===== config.mk =====
export PLATFORM = sky130hd
export DESIGN_NAME = risc_cpu
export DESIGN_NICKNAME = d
export VERILOG_FILES = /design/src/rtl/risc_cpu_pkg.sv /design/src/rtl/risc_alu.sv /design/src/rtl/risc_cpu.sv
export SDC_FILE = /design/constraint.sdc
export NUM_CORES = 1
export LEC_CHECK = 0
export CAP_MARGIN = 0
export CORE_MARGIN = 1.5
export CORE_UTILIZATION = 56
export DETAILED_ROUTE_END_ITERATION = 8
export GPL_TIMING_DRIVEN = 0
export HOLD_SLACK_MARGIN = 0.08
export PLACE_DENSITY = 0.78
export SLEW_MARGIN = 20
export SYNTH_ARGS = -nofsm -noshare
export SYNTH_HDL_FRONTEND = slang
export SYNTH_SLANG_ARGS = --single-unit
export TNS_END_PERCENT = 50

===== constraint.sdc =====
create_clock -name clk -period 3.6 [get_ports clk]
set_input_delay 1.08 -clock clk [delete_from_list [all_inputs] [get_ports clk]]
set_output_delay 1.08 -clock clk [all_outputs]
set_load 0.02 [all_outputs]

===== src/rtl/risc_cpu_pkg.sv =====
// rtl/risc_cpu_pkg.sv - shared widths, opcodes and FSM state type for the accumulator CPU
package risc_cpu_pkg;

  localparam int DATA_W = 8;
  localparam int ADDR_W = 4;

  localparam logic [3:0] OP_ADD = 4'b0000;
  localparam logic [3:0] OP_SUB = 4'b0001;
  localparam logic [3:0] OP_AND = 4'b0010;
  localparam logic [3:0] OP_OR  = 4'b0011;
  localparam logic [3:0] OP_LDA = 4'b0100;
  localparam logic [3:0] OP_STA = 4'b0101;
  localparam logic [3:0] OP_JMP = 4'b0110;
  localparam logic [3:0] OP_JZ  = 4'b0111;
  localparam logic [3:0] OP_INC = 4'b1000;
  localparam logic [3:0] OP_CLA = 4'b1001;

  localparam logic [DATA_W-1:0] HLT_WORD = 8'h00;

  typedef enum logic [1:0] {
    ST_FETCH   = 2'd0,
    ST_EXECUTE = 2'd1,
    ST_HALT    = 2'd2
  } state_t;

  // Opcodes whose EXECUTE cycle needs M[a] as an operand.
  function automatic logic reads_mem(input logic [3:0] op);
    return (op == OP_ADD) || (op == OP_SUB) || (op == OP_AND) ||
           (op == OP_OR)  || (op == OP_LDA);
  endfunction

endpackage


===== src/rtl/risc_alu.sv =====
// rtl/risc_alu.sv - combinational accumulator update and zero flag
module risc_alu
  import risc_cpu_pkg::*;
(
  input  logic [3:0]        op,
  input  logic [DATA_W-1:0] ac,
  input  logic [DATA_W-1:0] operand,
  output logic [DATA_W-1:0] result,
  output logic              zero
);

  assign zero = (ac == '0);

  always_comb begin
    result = ac;
    case (op)
      OP_ADD:  result = ac + operand;
      OP_SUB:  result = ac - operand;
      OP_AND:  result = ac & operand;
      OP_OR:   result = ac | operand;
      OP_LDA:  result = operand;
      OP_INC:  result = ac + 8'd1;
      OP_CLA:  result = '0;
      default: result = ac;
    endcase
  end

endmodule


===== src/rtl/risc_cpu.sv =====
// rtl/risc_cpu.sv - two-clock FETCH/EXECUTE accumulator CPU driving a 16-byte external memory
module risc_cpu
  import risc_cpu_pkg::*;
(
  input  logic              clk,
  input  logic              clr,
  output logic              read,
  output logic              write,
  input  logic [DATA_W-1:0] memoryOut,
  output logic [DATA_W-1:0] memoryIn,
  output logic [ADDR_W-1:0] address
);

  state_t            state, state_next;
  logic [ADDR_W-1:0] pc, pc_next;
  logic [DATA_W-1:0] ir, ir_next;
  logic [DATA_W-1:0] ac, ac_next;
  logic [DATA_W-1:0] alu_result;
  logic              ac_zero;
  logic [3:0]        opcode;
  logic [ADDR_W-1:0] operand_addr;

  assign opcode       = ir[7:4];
  assign operand_addr = ir[3:0];

  risc_alu u_alu (
    .op      (opcode),
    .ac      (ac),
    .operand (memoryOut),
    .result  (alu_result),
    .zero    (ac_zero)
  );

  always_ff @(posedge clk or negedge clr) begin
    if (!clr) begin
      state <= ST_FETCH;
      pc    <= '0;
      ir    <= '0;
      ac    <= '0;
    end else begin
      state <= state_next;
      pc    <= pc_next;
      ir    <= ir_next;
      ac    <= ac_next;
    end
  end

  always_comb begin
    state_next = state;
    pc_next    = pc;
    ir_next    = ir;
    ac_next    = ac;
    case (state)
      ST_FETCH: begin
        ir_next    = memoryOut;
        pc_next    = pc + 4'd1;
        state_next = (memoryOut == HLT_WORD) ? ST_HALT : ST_EXECUTE;
      end
      ST_EXECUTE: begin
        ac_next = alu_result;
        if ((opcode == OP_JMP) || ((opcode == OP_JZ) && ac_zero))
          pc_next = operand_addr;
        state_next = ST_FETCH;
      end
      default: ;
    endcase
  end

  // Outputs are gated by clr so a write is dropped the instant reset asserts.
  always_comb begin
    read     = 1'b0;
    write    = 1'b0;
    address  = '0;
    memoryIn = '0;
    if (clr) begin
      memoryIn = ac;
      case (state)
        ST_FETCH: begin
          address = pc;
          read    = 1'b1;
        end
        ST_EXECUTE: begin
          address = operand_addr;
          read    = reads_mem(opcode);
          write   = (opcode == OP_STA);
        end
        default: address = pc;
      endcase
    end
  end

endmodule


==> results.tsv <==
stage	metric	value	unit
drt	final wirelength	4950	um
setup_path	Data arrival, critical path	2360	ps
sta	Hold Slack	546	ps
power_and_ir_drop	Internal Power	391	uW
finish	ant diodes	0	
floorplan	Die Width	61.8	um
floorplan	Initial Util	0.580	
floorplan	DIE AREA	3820	sq um
setup_path	endpoint type of the worst setup path	output port	
setup_path	critical path fanouts, max	27	
synthesis	syn_nets	250	
synthesis	Post-synth EDFFs	0	
sta	Setup Skew	2.50	ps
hold_path	hold depth	1	
synthesis	ys async rst share	1.00	
drt	DR vias/cell	6.20	
hold_path	Worst Hold Class	register to register	
drt	Post-DRT Antenna Nets	0	
sta	fin crit share	0.956	
sta	Hold Violations, Final	0	
power_and_ir_drop	Static Leak	1.03	nW
setup_path	Reg2Reg Depth	10	
sta	RSZ-0062 raised after global routing	no	
synthesis	library cell with the highest instance count after synthesis	nand2_1	
power_and_ir_drop	clock network fraction of total power	0.385	
power_and_ir_drop	Comb power frac	0.142	
finish	area growth from synthesis to layout	17.5	%
drt	Routed WL per cell	16.5	um
power_and_ir_drop	Worst VDD drop	0.000176	V
drt	via count	1861	
sta	min Tclk post-route	3440	ps
global_routing	vias in the first global route	1588	
clocking	clock slew at reported path FFs	140	ps
placed_design	Post-DP Area	2190	sq um
clocking	H-tree depth	1	
finish	post-route cell area	2270	sq um
clocking	CTS Sinks	22	
synthesis	Seq/Total Area, Yosys	0.284	
clocking	CTS Buffer Depth	2	
synthesis	area share of the largest cell type after synthesis	0.284	
power_and_ir_drop	switch share	0.251	
drt	First-pass DRT Iterations	5	
clocking	later-pin clock latency in the skew report	330	ps
placed_design	port bufs	20	
global_routing	GRT Overall Usage	0.274	
power_and_ir_drop	sequential fraction of design power	0.473	
sta	Slew HR	0.359	
sta	Final setup viols	0	
floorplan	Vert. Die Dim	61.8	um
job	Max-Cap Viols	0	
finish	number of fill cells	309	
synthesis	library cells used by synthesis	49	
global_routing	largest net degree at the start of global routing	28	
global_routing	initial antenna violation count	0	
synthesis	yosys synthesis warning count	0	
floorplan	core area	3340	sq um
placed_design	GPL Wtd Cong	0.879	
finish	proportion of layout cells with a drive suffix above 1	0.110	
clocking	root buf cell	clkbuf_4	
setup_path	CP startpoint kind	input port	
sta	Max Clock Freq	291	MHz
placed_design	Final HPWL DP	3490	um
clocking	CTS tree	done	
clocking	CTS buffer count	3	
synthesis	post-synthesis instance total	230	
power_and_ir_drop	power per cell area	230	nW/um^2
status	run status	complete, no violations	
floorplan	# IOs	24	
setup_path	Crit path required time	2520	ps
synthesis	top cells by area, synth	dfrtp_1 28%, ha_1 5.8%, nand2_1 5.8%	
global_routing	total gr overflow	0	
floorplan	std cell rows	21	
drt	DRC viols	0	
sta	worst slew pin tran	959	ps
synthesis	post-synth top area cell	dfrtp_1	
finish	register area	551	sq um
setup_path	critical path type	input port to output port	
synthesis	Synth Register Bits	22	
synthesis	most used flip-flop cell after synthesis	dfrtp_1	
clocking	setup repair bufs after CTS	0	
power_and_ir_drop	P_sw	131	uW
synthesis	synth cell count leaders	30 x nand2_1, 22 x dfrtp_1, 13 x a21oi_1, 11 x nor2_1, 11 x o21ai_0	
finish	# nets final	275	
synthesis	synthesized area	1940	sq um
sta	count of final max-slew check failures	0	
synthesis	syn_area_per_cell	8.42	sq um
global_routing	first-pass GRT wire length	7710	um
finish	footprint of the multi-input gates	1290	sq um
drt	initial DRC count	181	
-- layer usage --
metal | share of wire | GRT usage | vias up
met2 | 0.48 | 0.417 | 62
met4 | 0.012 | 0.0669 | 0
li1 | - | - | 893
met1 | 0.45 | 0.413 | 897
met3 | 0.059 | 0.0311 | 9
met5 | 0 | 0 | -
-- worst max-delay path, cell delays in order --
cell,delay (ps)
buf_6,220
clkbuf_2,270
and3_1,180
clkdlybuf4s50_1,600
-- state kept, by name (all words and copies together), names as in the netlist --
| name | flops |
|---|---|
| state | 2 |
| pc | 4 |
| ac | 8 |
| ir | 8 |
-- per-stage QoR --
| step | total power [mW] | worst slack (ps) | TNS, ps | std cells | util |
|---|---|---|---|---|---|
| after global placement | 0.321 | -1100 | -14250 | 296 | 0.657 |
| after CTS | 0.522 | 35.6 | 0 | 300 | 0.674 |
| after detailed placement | 0.322 | -379 | -3360 | 296 | 0.656 |
| after floorplan | 0.295 | 443 | 0 | 230 | - |
| after global routing | 0.544 | 26.8 | 0 | 300 | 0.681 |
| final | 0.522 | 160 | 0 | 300 | 0.681 |
-- layout make-up --
type | count | area share
buffer | 15 | 0.0358
clock buffer | 3 | 0.00991
clock inverter | 1 | 0.0132
inverter | 8 | 0.0132
multi-input combinational | 185 | 0.569
sequential | 22 | 0.242
tap | 46 | 0.0253
timing repair buffer | 20 | 0.0919
-- repair_timing --
action | in CTS | in global routing
hold buffers | 0 | 0
pin swaps | 0 | 0
gates resized for setup | 3 | 6
setup endpoints to repair | 11 | 5
-- logic make-up after synthesis --
kind of cell / count (synthesis) / share of synthesized area
adders and majority gates: 18 / 0.110
AOI/OAI and AO/OA: 68 / 0.239
buffers and inverters: 23 / 0.0569
and+or+nand+nor: 83 / 0.224
xor gates and xnor gates: 3 / 0.0136
DFF: 22 / 0.284
muxes: 13 / 0.0730
-- power by group through the flow --
stage               registers [mW]  clock network [mW]  logic (mW)
detailed placement           0.252                   0      0.0707
CTS                          0.247               0.203      0.0725
global placement             0.252                   0      0.0696
floorplan                    0.252                   0      0.0427
finish                       0.247               0.201      0.0739
global route                 0.247               0.214      0.0828
-- cells in the final DEF, fill, tap and decap left out, drive strengths merged, types with 3 or more instances in the layout --
cell / synthesis / layout
ha: 9 / 9
maj3: 8 / 8
nor2: 11 / 11
o211ai: 3 / 3
dfrtp: 22 / 22
mux2: 9 / 9
a21o: 3 / 3
o22ai: 3 / 3
buf: 5 / 6
dlymetal6s2s: 0 / 3
nor3: 3 / 3
nor2b: 3 / 3
a21oi: 13 / 13
nor4b: 3 / 3
and2: 10 / 10
clkdlybuf4s50: 0 / 16
clkbuf: 10 / 13
a22oi: 7 / 7
nand3: 5 / 5
mux2i: 4 / 4
o21ai: 11 / 11
a31oi: 6 / 6
o21a: 3 / 3
o31ai: 5 / 5
or4b: 3 / 3
inv: 8 / 8
a21boi: 5 / 5
nand2b: 6 / 6
nand2: 30 / 30
-- final timing paths --
check | end | slack, ps | startpoint
max in group asynchronous | state[0] | 2820 | clr
setup / recovery | read | 160 | clr
hold reg to reg | ir[1] | 550 | ir[1]
min in group asynchronous | ac[2] | 580 | clr
hold / removal | ir[1] | 550 | ir[1]
setup reg to reg | ac[6] | 430 | ir[4]
Note: power is estimated with default switching activity, not from simulation.
